$ cat src/rtl/mem_arb_pkg.sv
// Shared types and helpers for the two-port RAM arbiter.
// The write-protect window test lives here so the top and any checker agree on it.
package mem_arb_pkg;

  typedef enum logic {
    ARB    = 1'b0,
    LOCKED = 1'b1
  } arb_state_t;

  typedef enum logic {
    PORT_A = 1'b0,
    PORT_B = 1'b1
  } port_sel_t;

  // A window with base above top is empty, which is how protection is disabled.
  function automatic logic in_wp(input int addr, input int base, input int top);
    return (base <= top) && (addr >= base) && (addr <= top);
  endfunction

endpackage

$ cat src/rtl/mem_arbiter_if.sv
// Bundle of both requester ports, the lock/error status and the RAM-side lines.
// Handshake: a requester holds req/we/addr/wdata stable until it sees gnt high in the
// same cycle; gnt high means accepted, read data returns with rvalid one cycle later.
interface mem_arbiter_if #(
  parameter int ADDR_WIDTH = 8,
  parameter int DATA_WIDTH = 8
) ();
  import mem_arb_pkg::*;

  logic                  a_req;
  logic                  a_we;
  logic [ADDR_WIDTH-1:0] a_addr;
  logic [DATA_WIDTH-1:0] a_wdata;
  logic                  a_gnt;
  logic                  a_rvalid;
  logic [DATA_WIDTH-1:0] a_rdata;

  logic                  b_req;
  logic                  b_we;
  logic [ADDR_WIDTH-1:0] b_addr;
  logic [DATA_WIDTH-1:0] b_wdata;
  logic                  b_gnt;
  logic                  b_rvalid;
  logic [DATA_WIDTH-1:0] b_rdata;

  logic                  b_lock;
  logic                  b_locked;
  logic                  wp_err;

  logic [ADDR_WIDTH-1:0] mem_addr;
  logic [DATA_WIDTH-1:0] mem_din;
  logic                  mem_rd;
  logic                  mem_we;
  logic [DATA_WIDTH-1:0] mem_dout;

  arb_state_t            dbg_state;

  modport slave (
    input  a_req, a_we, a_addr, a_wdata,
    output a_gnt, a_rvalid, a_rdata,
    input  b_req, b_we, b_addr, b_wdata,
    output b_gnt, b_rvalid, b_rdata,
    input  b_lock,
    output b_locked, wp_err,
    output mem_addr, mem_din, mem_rd, mem_we,
    input  mem_dout,
    output dbg_state
  );

  modport master (
    output a_req, a_we, a_addr, a_wdata,
    input  a_gnt, a_rvalid, a_rdata,
    output b_req, b_we, b_addr, b_wdata,
    input  b_gnt, b_rvalid, b_rdata,
    output b_lock,
    input  b_locked, wp_err,
    input  mem_addr, mem_din, mem_rd, mem_we,
    output mem_dout,
    input  dbg_state
  );

endinterface

$ cat src/rtl/mem_arb_port_rsp.sv
// Per-port read response: rvalid flop plus a hold register so rdata keeps
// showing the last read value once rvalid drops.
module mem_arb_port_rsp #(
  parameter int DATA_WIDTH = 8
) (
  input  logic                  i_clk,
  input  logic                  i_reset,
  input  logic                  i_rd_issue,
  input  logic [DATA_WIDTH-1:0] i_mem_dout,
  output logic                  o_rvalid,
  output logic [DATA_WIDTH-1:0] o_rdata
);

  logic                  r_rvalid;
  logic [DATA_WIDTH-1:0] r_hold;

  always_ff @(posedge i_clk or posedge i_reset) begin
    if (i_reset) begin
      r_rvalid <= 1'b0;
      r_hold   <= '0;
    end else begin
      r_rvalid <= i_rd_issue;
      if (r_rvalid) begin
        r_hold <= i_mem_dout;
      end
    end
  end

  // The RAM output is live only in the cycle after the read; pass it straight through then.
  assign o_rvalid = r_rvalid;
  assign o_rdata  = r_rvalid ? i_mem_dout : r_hold;

endmodule

$ cat src/rtl/mem_arbiter.sv
// Two-requester arbiter for a single-port synchronous RAM: round-robin grants,
// a port-B bus lock for halted-CPU access, and a write-protected ROM window.
module mem_arbiter
  import mem_arb_pkg::*;
#(
  parameter int ADDR_WIDTH = 8,
  parameter int DATA_WIDTH = 8,
  parameter int WP_BASE    = 0,
  parameter int WP_TOP     = 0
) (
  input  logic          clk,
  input  logic          reset,
  mem_arbiter_if.slave  bus
);

  arb_state_t            r_state;
  arb_state_t            w_state_nxt;
  port_sel_t             r_last;
  port_sel_t             w_last_nxt;
  port_sel_t             w_win;

  logic                  w_a_gnt;
  logic                  w_b_gnt;
  logic                  w_any_gnt;
  logic                  w_win_we;
  logic                  w_prot;
  logic [ADDR_WIDTH-1:0] w_win_addr;
  logic [DATA_WIDTH-1:0] w_win_data;
  logic                  w_a_rd_issue;
  logic                  w_b_rd_issue;
  logic                  r_wp_err;

  always_ff @(posedge clk or posedge reset) begin
    if (reset) begin
      r_state  <= ARB;
      r_last   <= PORT_B;
      r_wp_err <= 1'b0;
    end else begin
      r_state  <= w_state_nxt;
      r_last   <= w_last_nxt;
      r_wp_err <= w_any_gnt && w_win_we && w_prot;
    end
  end

  always_comb begin
    w_a_gnt     = 1'b0;
    w_b_gnt     = 1'b0;
    w_state_nxt = r_state;
    if (!reset) begin
      case (r_state)
        ARB: begin
          if (bus.a_req && bus.b_req) begin
            if (r_last == PORT_B) begin
              w_a_gnt = 1'b1;
            end else begin
              w_b_gnt = 1'b1;
            end
          end else begin
            w_a_gnt = bus.a_req;
            w_b_gnt = bus.b_req;
          end
          // Lock only engages on a cycle where B actually wins the bus.
          if (w_b_gnt && bus.b_lock) begin
            w_state_nxt = LOCKED;
          end
        end
        LOCKED: begin
          w_b_gnt = bus.b_req;
          if (!bus.b_lock) begin
            w_state_nxt = ARB;
          end
        end
        default: w_state_nxt = ARB;
      endcase
    end
  end

  assign w_any_gnt  = w_a_gnt || w_b_gnt;
  assign w_last_nxt = w_b_gnt ? PORT_B : (w_a_gnt ? PORT_A : r_last);

  // Without a grant the winner defaults to A, so the address/data lines idle on A's values.
  assign w_win      = w_b_gnt ? PORT_B : PORT_A;
  assign w_win_we   = (w_win == PORT_B) ? bus.b_we    : bus.a_we;
  assign w_win_addr = (w_win == PORT_B) ? bus.b_addr  : bus.a_addr;
  assign w_win_data = (w_win == PORT_B) ? bus.b_wdata : bus.a_wdata;
  assign w_prot     = in_wp(int'(w_win_addr), WP_BASE, WP_TOP);

  assign bus.a_gnt    = w_a_gnt;
  assign bus.b_gnt    = w_b_gnt;
  assign bus.mem_rd   = w_any_gnt && !w_win_we;
  assign bus.mem_we   = w_any_gnt && w_win_we && !w_prot;
  assign bus.mem_addr = reset ? '0 : w_win_addr;
  assign bus.mem_din  = reset ? '0 : w_win_data;

  assign bus.b_locked  = (r_state == LOCKED);
  assign bus.wp_err    = r_wp_err;
  assign bus.dbg_state = r_state;

  assign w_a_rd_issue = w_a_gnt && !bus.a_we;
  assign w_b_rd_issue = w_b_gnt && !bus.b_we;

  mem_arb_port_rsp #(.DATA_WIDTH(DATA_WIDTH)) u_rsp_a (
    .i_clk      (clk),
    .i_reset    (reset),
    .i_rd_issue (w_a_rd_issue),
    .i_mem_dout (bus.mem_dout),
    .o_rvalid   (bus.a_rvalid),
    .o_rdata    (bus.a_rdata)
  );

  mem_arb_port_rsp #(.DATA_WIDTH(DATA_WIDTH)) u_rsp_b (
    .i_clk      (clk),
    .i_reset    (reset),
    .i_rd_issue (w_b_rd_issue),
    .i_mem_dout (bus.mem_dout),
    .o_rvalid   (bus.b_rvalid),
    .o_rdata    (bus.b_rdata)
  );

endmodule
$ cat src/flat_wrapper.sv
// flat-port wrapper written by rule: the top's interface ports become plain ports
module mem_arbiter_flat import mem_arb_pkg::*;
#(
  parameter int ADDR_WIDTH = 8,
  parameter int DATA_WIDTH = 8,
  parameter int WP_BASE    = 0,
  parameter int WP_TOP     = 0
)
  (clk, reset, bus_a_req, bus_a_we, bus_a_addr, bus_a_wdata, bus_a_gnt, bus_a_rvalid, bus_a_rdata, bus_b_req, bus_b_we, bus_b_addr, bus_b_wdata, bus_b_gnt, bus_b_rvalid, bus_b_rdata, bus_b_lock, bus_b_locked, bus_wp_err, bus_mem_addr, bus_mem_din, bus_mem_rd, bus_mem_we, bus_mem_dout, bus_dbg_state);
  mem_arbiter_if #(.ADDR_WIDTH(ADDR_WIDTH), .DATA_WIDTH(DATA_WIDTH)) bus_i ();
  input  logic clk;
  input  logic reset;
  input wire logic [$bits(bus_i.a_req)-1:0] bus_a_req;
  input wire logic [$bits(bus_i.a_we)-1:0] bus_a_we;
  input wire logic [$bits(bus_i.a_addr)-1:0] bus_a_addr;
  input wire logic [$bits(bus_i.a_wdata)-1:0] bus_a_wdata;
  output wire logic [$bits(bus_i.a_gnt)-1:0] bus_a_gnt;
  output wire logic [$bits(bus_i.a_rvalid)-1:0] bus_a_rvalid;
  output wire logic [$bits(bus_i.a_rdata)-1:0] bus_a_rdata;
  input wire logic [$bits(bus_i.b_req)-1:0] bus_b_req;
  input wire logic [$bits(bus_i.b_we)-1:0] bus_b_we;
  input wire logic [$bits(bus_i.b_addr)-1:0] bus_b_addr;
  input wire logic [$bits(bus_i.b_wdata)-1:0] bus_b_wdata;
  output wire logic [$bits(bus_i.b_gnt)-1:0] bus_b_gnt;
  output wire logic [$bits(bus_i.b_rvalid)-1:0] bus_b_rvalid;
  output wire logic [$bits(bus_i.b_rdata)-1:0] bus_b_rdata;
  input wire logic [$bits(bus_i.b_lock)-1:0] bus_b_lock;
  output wire logic [$bits(bus_i.b_locked)-1:0] bus_b_locked;
  output wire logic [$bits(bus_i.wp_err)-1:0] bus_wp_err;
  output wire logic [$bits(bus_i.mem_addr)-1:0] bus_mem_addr;
  output wire logic [$bits(bus_i.mem_din)-1:0] bus_mem_din;
  output wire logic [$bits(bus_i.mem_rd)-1:0] bus_mem_rd;
  output wire logic [$bits(bus_i.mem_we)-1:0] bus_mem_we;
  input wire logic [$bits(bus_i.mem_dout)-1:0] bus_mem_dout;
  output wire logic [$bits(bus_i.dbg_state)-1:0] bus_dbg_state;
  assign bus_i.a_req = bus_a_req;
  assign bus_i.a_we = bus_a_we;
  assign bus_i.a_addr = bus_a_addr;
  assign bus_i.a_wdata = bus_a_wdata;
  assign bus_a_gnt = bus_i.a_gnt;
  assign bus_a_rvalid = bus_i.a_rvalid;
  assign bus_a_rdata = bus_i.a_rdata;
  assign bus_i.b_req = bus_b_req;
  assign bus_i.b_we = bus_b_we;
  assign bus_i.b_addr = bus_b_addr;
  assign bus_i.b_wdata = bus_b_wdata;
  assign bus_b_gnt = bus_i.b_gnt;
  assign bus_b_rvalid = bus_i.b_rvalid;
  assign bus_b_rdata = bus_i.b_rdata;
  assign bus_i.b_lock = bus_b_lock;
  assign bus_b_locked = bus_i.b_locked;
  assign bus_wp_err = bus_i.wp_err;
  assign bus_mem_addr = bus_i.mem_addr;
  assign bus_mem_din = bus_i.mem_din;
  assign bus_mem_rd = bus_i.mem_rd;
  assign bus_mem_we = bus_i.mem_we;
  assign bus_i.mem_dout = bus_mem_dout;
  assign bus_dbg_state = bus_i.dbg_state;
  mem_arbiter #(.ADDR_WIDTH(ADDR_WIDTH), .DATA_WIDTH(DATA_WIDTH), .WP_BASE(WP_BASE), .WP_TOP(WP_TOP)) u_core (.clk(clk), .reset(reset), .bus(bus_i));
endmodule
$ cat config.mk
export PLATFORM = sky130hd
export DESIGN_NAME = mem_arbiter_flat
export DESIGN_NICKNAME = d
export VERILOG_FILES = /design/src/rtl/mem_arb_pkg.sv /design/src/rtl/mem_arbiter_if.sv /design/src/rtl/mem_arb_port_rsp.sv /design/src/rtl/mem_arbiter.sv /design/src/flat_wrapper.sv
export SDC_FILE = /design/constraint.sdc
export NUM_CORES = 1
export LEC_CHECK = 0
export CAP_MARGIN = 40
export CORE_ASPECT_RATIO = 2
export CORE_MARGIN = 2
export CORE_UTILIZATION = 38
export CTS_BUF_LIST = sky130_fd_sc_hd__clkbuf_8
export DETAILED_ROUTE_END_ITERATION = 7
export GPL_TIMING_DRIVEN = 0
export PLACE_DENSITY_LB_ADDON = 0.08
export SYNTH_ARGS = -nofsm -noshare
export SYNTH_HDL_FRONTEND = slang
export SYNTH_SLANG_ARGS = --single-unit
$ cat constraint.sdc
create_clock -name clk -period 3.9 [get_ports clk]
set_input_delay 0.78 -clock clk [delete_from_list [all_inputs] [get_ports clk]]
set_output_delay 0.78 -clock clk [all_outputs]
set_load 0.02 [all_outputs]
==> key figures, run 1 <==
Outcome
  • Status: finished clean

Yosys
  • Mapped Area: 1240 µm²
  • Synth Area per Inst: 9.51 µm²
  • Sequential cell area fraction in the yosys report: 42.6%
  • Yosys reg bits: 21
  • EDFF count, synth: 0
  • Synth cell count leaders: dfrtp_1 (20), a21oi_1 (18), mux2_2 (16), nand3_1 (16), o21ai_0 (16)
  • Yosys synthesis warning count: 0
  • Ranking of synthesized cells by area: dfrtp_1 (40%), mux2_2 (15%), a21oi_1 (7.3%)
  • Asr flop ratio synth: 100%
  • Syn Nets: 177
  • Share of the synthesized area in the top cell type: 40.5%
  • Main synth FF type: dfrtp_1
  • Unique cell type count in the Yosys netlist: 27
  • Top-count cell post-synth: dfrtp_1
  • Post-synthesis instance total: 130
  • Synth area leader: dfrtp_1

Setup path
  • Crit Path Category: input port to primary output
  • Largest fanout on the critical path: 23
  • Reg2reg start: u_core.r_last
  • Worst r2r dst: u_core.bus.wp_err
  • Startpoint Class: input port
  • Worst r2r path cells: 4
  • R2R Setup Slk: 2.57 ns
  • Critical Path RT: 3.12 ns
  • Worst Path Arrival: 2.83 ns
  • Crit. End Element: primary output

Layout
  • Final nets: 269
  • Layout area overhead: 77.3%
  • Share of cells above drive strength 1: 14.5%
  • ANT cells: 0
  • Non-Filler Instances: 252

Place
  • PortBufs: 87
  • Pre-CTS setup slack: 0.236 ns
  • DP Cell Count: 248
  • Post-detail-place hpwl: 3090 µm
  • GP Congestion: 0.754

Floorplan
  • Chip Width: 44.3 µm
  • Die Height: 84.7 µm
  • Ports: 88
  • Die footprint: 3750 µm²
  • Row cnt: 29
  • Core Area: 3160 µm²
  • Initial Util: 39.2%

STA
  • Worst-Margin Slew: 0.791 ns
  • Max-slew violations: 0
  • Crit share post-route: 92.6%
  • Unrepaired setup endpoints after global routing: false
  • Setup WS post-layout: 0.288 ns
  • Max transition margin: 47.2%
  • Setup_tns: 0 ns
  • Clock skew: 0.00160 ns
  • Maximum clock rate: 0.277 GHz
  • Hold Violations, Final: 0
  • Post-layout min period: 3.61 ns
  • Final hold slack: 0.500 ns
  • Final setup viols: 0

Global routing
  • Largest net degree at the start of global routing: 24
  • First-pass GRT wire length: 6300 µm
  • Number of global-route vias before repair: 1488
  • GRT Util Overall: 21.6%
  • Initial antenna violation count: 0
  • Grt ovf: 0

Routing
  • Detailed Route Iter0 Violations: 20
  • Post-route ant nets: 0
  • Avg WL per Cell: 15.2 µm
  • # DRC: 0
  • Routed vias: 1389
  • Drt pass-1 iters: 4
  • Wirelength, routed: 3820 µm
  • Via density: 5.51

CTS
  • H-tree levels: 1
  • Clk buf depth: 2
  • Inserted Clock Buffers: 3
  • CTS resizes: 0
  • CTS sink count: 21
  • Setup bufs post-CTS: 0
  • Clk_lat worst skew: 0.25 ns
  • Number of hold buffers added after CTS: 0
  • CTS tree: yes
  • Worst-path clk slew: 0.07 ns
  • Root Buffer: clkbuf_8

Worst hold path
  • Worst Hold End: u_core.u_rsp_a.r_hold[0]
  • HP Class: register to register
  • Hold depth: 1
  • Hold path startpoint: u_core.u_rsp_a.r_hold[0]

Pwr
  • Pwr/cell area: 395 nW/µm²
  • Pleak: 0.841 nW
  • VDD IR max: 169 µV
  • Pwr Total: 0.866 mW

Flow run
  • # Max-Cap Violations: 0
[registers in the layout (all words and copies together) (netlist names)]
name	count
u_core.u_rsp_b.o_rvalid	1
u_core.bus.b_locked	1
u_core.r_last	1
u_core.u_rsp_b.r_hold	8
u_core.u_rsp_a.o_rvalid	1
u_core.u_rsp_a.r_hold	8
u_core.bus.wp_err	1
[layer usage]
layer	GRT usage, %	part of all wire, %	vias to the layer above
met5	0	0	-
met4	8.54	1.5	0
met3	4.52	7.1	6
met2	41.6	58	69
met1	20.5	33	654
li1	-	-	660
[worst max-delay path: stages]
cell and delay, ns:
clkdlybuf4s50_1 0.49, inv_1 0.62, and4_1 0.31, clkdlybuf4s50_1 0.62
[report_power, final]
| group | internal (mW) | switching [mW] | leakage, nW |
|---|---|---|---|
| logic | 0.229 | 0.207 | 0.561 |
| registers | 0.274 | 0.0195 | 0.255 |
| clock network | 0.0710 | 0.0646 | 0.0255 |
[area by class of cell]
type                       instances  area [µm²]
inverter                           2        7.51
buffer                            12        70.1
tap                               31        38.8
clock buffer                       3        41.3
fill                             262         965
sequential                        21         527
timing repair buffer              87         871
clock inverter                     1        5.00
multi-input combinational         95         632
[worst max path at each step]
stage | start | to | slack, ns | depth (start not counted)
floorplan | reset | bus_mem_we | 1.46 | 2
global placement | reset | bus_mem_we | 0.27 | 4
detailed placement | reset | bus_mem_we | 0.24 | 4
CTS | reset | bus_mem_we | 0.21 | 4
global route | reset | bus_mem_we | 0.06 | 4
finish | reset | bus_mem_we | 0.29 | 4
[stage by stage]
stage | utilization, % | area [µm²]
6_report | 69.4 | 2190
5_1_grt | 69.4 | 2190
4_1_cts | 69.4 | 2190
3_5_place_dp | 68.0 | 2150
3_3_place_gp | 68.0 | 2150
2_1_floorplan | - | 1240
[layout by cell type, fill, tap and decap left out, drive strengths merged, types with 3 or more instances in the layout]
cell type	netlist	routed
a21oi	18	18
buf	7	7
clkbuf	5	8
clkdlybuf4s50	0	87
dfrtp	20	20
mux2	16	16
nand2b	3	3
nand3	16	16
nor2	4	4
nor2b	4	4
nor4	4	4
o21ai	16	16
[cells by family after synthesis]
family                 share of synthesized area, %
buffers and inverters                          6.28
AO/OA/AOI/OAI                                  18.7
flip-flops                                     42.6
AND/OR/NAND/NOR                                17.8
multiplexers                                   14.6
Power figures use the tool's default switching activity.
==> inputs of run 2 (changes only) <==
--- a/config.mk
+++ b/config.mk
@@ -8,10 +8,9 @@
 export CAP_MARGIN = 40
 export CORE_ASPECT_RATIO = 2
 export CORE_MARGIN = 2
-export CORE_UTILIZATION = 38
+export CORE_UTILIZATION = 36
 export CTS_BUF_LIST = sky130_fd_sc_hd__clkbuf_8
 export DETAILED_ROUTE_END_ITERATION = 7
-export GPL_TIMING_DRIVEN = 0
 export PLACE_DENSITY_LB_ADDON = 0.08
 export SYNTH_ARGS = -nofsm -noshare
 export SYNTH_HDL_FRONTEND = slang
==> constraint.sdc (replaced) <==
create_clock -name clk -period 3.58 [get_ports clk]
set_input_delay 0.716 -clock clk [delete_from_list [all_inputs] [get_ports clk]]
set_output_delay 0.716 -clock clk [all_outputs]
set_load 0.02 [all_outputs]
==> key figures, run 2 (synthesized netlist as in run 1, its figures left out) <==
Layout
  • Layout area overhead: 74.7%
  • Commonest non-fill, non-tap cell in the layout: clkdlybuf4s50_1
  • Final nets: 262
  • Most frequent cells in the layout: clkdlybuf4s50_1 (87), dfrtp_1 (20), a21oi_1 (18)
  • Share of cells above drive strength 1: 13.6%
  • ANT cells: 0
  • Non-Filler Instances: 246
  • Biggest regs: u_core.u_rsp_a.r_hold x8, u_core.u_rsp_b.r_hold x8

STA
  • Unrepaired setup endpoints after global routing: false
  • Max-slew violations: 0
  • Crit share post-route: 94.9%
  • Max transition margin: 74.6%
  • Setup_tns: 0 ns
  • Worst-Margin Slew: 0.378 ns
  • Final setup viols: 0
  • Hold Violations, Final: 0
  • Post-layout min period: 3.40 ns
  • Clock skew: 0.00331 ns
  • Maximum clock rate: 0.294 GHz
  • Final hold slack: 0.500 ns

Flow run
  • # Max-Cap Violations: 0

Setup path
  • Largest fanout on the critical path: 18
  • Crit Path Category: input port to primary output
  • Worst r2r path cells: 3
  • Reg2reg start: u_core.r_last
  • Critical Path RT: 2.86 ns
  • Worst Path Arrival: 2.68 ns
  • Worst r2r dst: u_core.bus.wp_err
  • Startpoint Class: input port
  • Crit. End Element: primary output
  • R2R Setup Slk: 2.19 ns
  • Worst setup path startpoint: reset

Place
  • PortBufs: 87
  • DP Cell Count: 242
  • GP Congestion: 0.765
  • Post-detail-place hpwl: 2990 µm

Pwr
  • P_int: 0.618 mW
  • Pwr/cell area: 432 nW/µm²
  • Pleak: 0.827 nW
  • VDD IR max: 229 µV
  • Switching power: 0.314 mW
  • Logic pwr share: 49.7%
  • Reg power frac: 34.6%
  • Net Sw Frac: 33.7%
  • Clk pwr share: 15.7%

CTS
  • Inserted Clock Buffers: 3
  • CTS resizes: 0
  • Clk buf depth: 2
  • Root Buffer: clkbuf_8
  • CTS tree: yes
  • Setup bufs post-CTS: 0
  • Worst-path clk slew: 0.07 ns
  • Clk_lat worst skew: 0.25 ns
  • Number of hold buffers added after CTS: 0
  • CTS sink count: 21
  • H-tree levels: 1

Worst hold path
  • Hold path startpoint: u_core.u_rsp_b.r_hold[2]
  • HP Class: register to register
  • Hold depth: 1
  • Worst Hold End: u_core.u_rsp_b.r_hold[2]

Floorplan
  • Die footprint: 3950 µm²
  • Core Area: 3340 µm²
  • Ports: 88
  • Chip Width: 45.4 µm
  • Initial Util: 37.0%
  • Die Height: 86.9 µm
  • Row cnt: 30

Routing
  • Post-route ant nets: 0
  • # DRC: 1
  • Wirelength, routed: 3720 µm
  • Detailed Route Iter0 Violations: 20
  • Avg WL per Cell: 15.1 µm
  • Drt pass-1 iters: 6
  • Via density: 5.46
  • Routed vias: 1342

Global routing
  • GRT Util Overall: 18.7%
  • Largest net degree at the start of global routing: 23
  • Initial antenna violation count: 0
  • Grt ovf: 0
  • Number of global-route vias before repair: 1422
  • First-pass GRT wire length: 5660 µm

Outcome
  • Status: finished with violations
  • Failing checks: DRC
## run 2: cell count changes in the layout (fill, tap and decap cells not counted)
| cell | change |
|---|---|
| buf_2 | -2 |
| buf_4 | +1 |
| buf_6 | -1 |
| inv_1 | +1 |
| clkbuf_1 | -5 |
| clkinv_2 | -1 |
## run 2: stage by stage
step	power (mW)	setup WS, ns	utilization, %	instance area (µm²)
finish	0.932	0.182	64.6	2160
global route	0.983	0.0900	64.6	2160
CTS	0.944	0.179	64.6	2160
detailed placement	0.795	0.195	63.3	2110
global placement	0.782	0.226	63.3	2110
floorplan	0.566	1.27	-	1240
## run 2: worst max path at each step
stage	to	slack, ns	depth (start not counted)
finish	bus_mem_we	0.18	6
global route	bus_mem_we	0.09	6
CTS	bus_mem_we	0.18	6
detailed placement	bus_mem_we	0.19	6
global placement	bus_mem_we	0.23	6
floorplan	bus_mem_we	1.27	2
## run 2: layer usage
metal	track usage, %	up-vias	wire [µm]
met5	0	-	0
met4	6.95	0	45
met1	16.5	643	1250
met2	37.8	54	2210
li1	-	641	-
met3	2.70	4	223
## run 2: cell type report
| type | count | area, µm² |
|---|---|---|
| Clock buffer | 3 | 41.3 |
| Clock inverter | 1 | 3.75 |
| Fill cell | 299 | 1180 |
| Inverter | 2 | 7.51 |
| Multi-Input combinational cell | 95 | 632 |
| Sequential cell | 21 | 527 |
| Tap cell | 32 | 40.0 |
| Timing Repair Buffer | 92 | 908 |
## run 2: worst max-delay path: stages
cell and delay, ns:
clkdlybuf4s50_1 0.50, nand2b_1 0.22, buf_4 0.21, o211ai_2 0.20
and4_1 0.22, clkdlybuf4s50_1 0.61
## run 2: power by group through the flow
stage	clock network (mW)	logic (mW)	registers [mW]
after floorplan	0	0.245	0.321
after global placement	0	0.458	0.324
after detailed placement	0	0.466	0.329
after CTS	0.151	0.468	0.324
after global routing	0.160	0.493	0.330
final	0.146	0.464	0.323
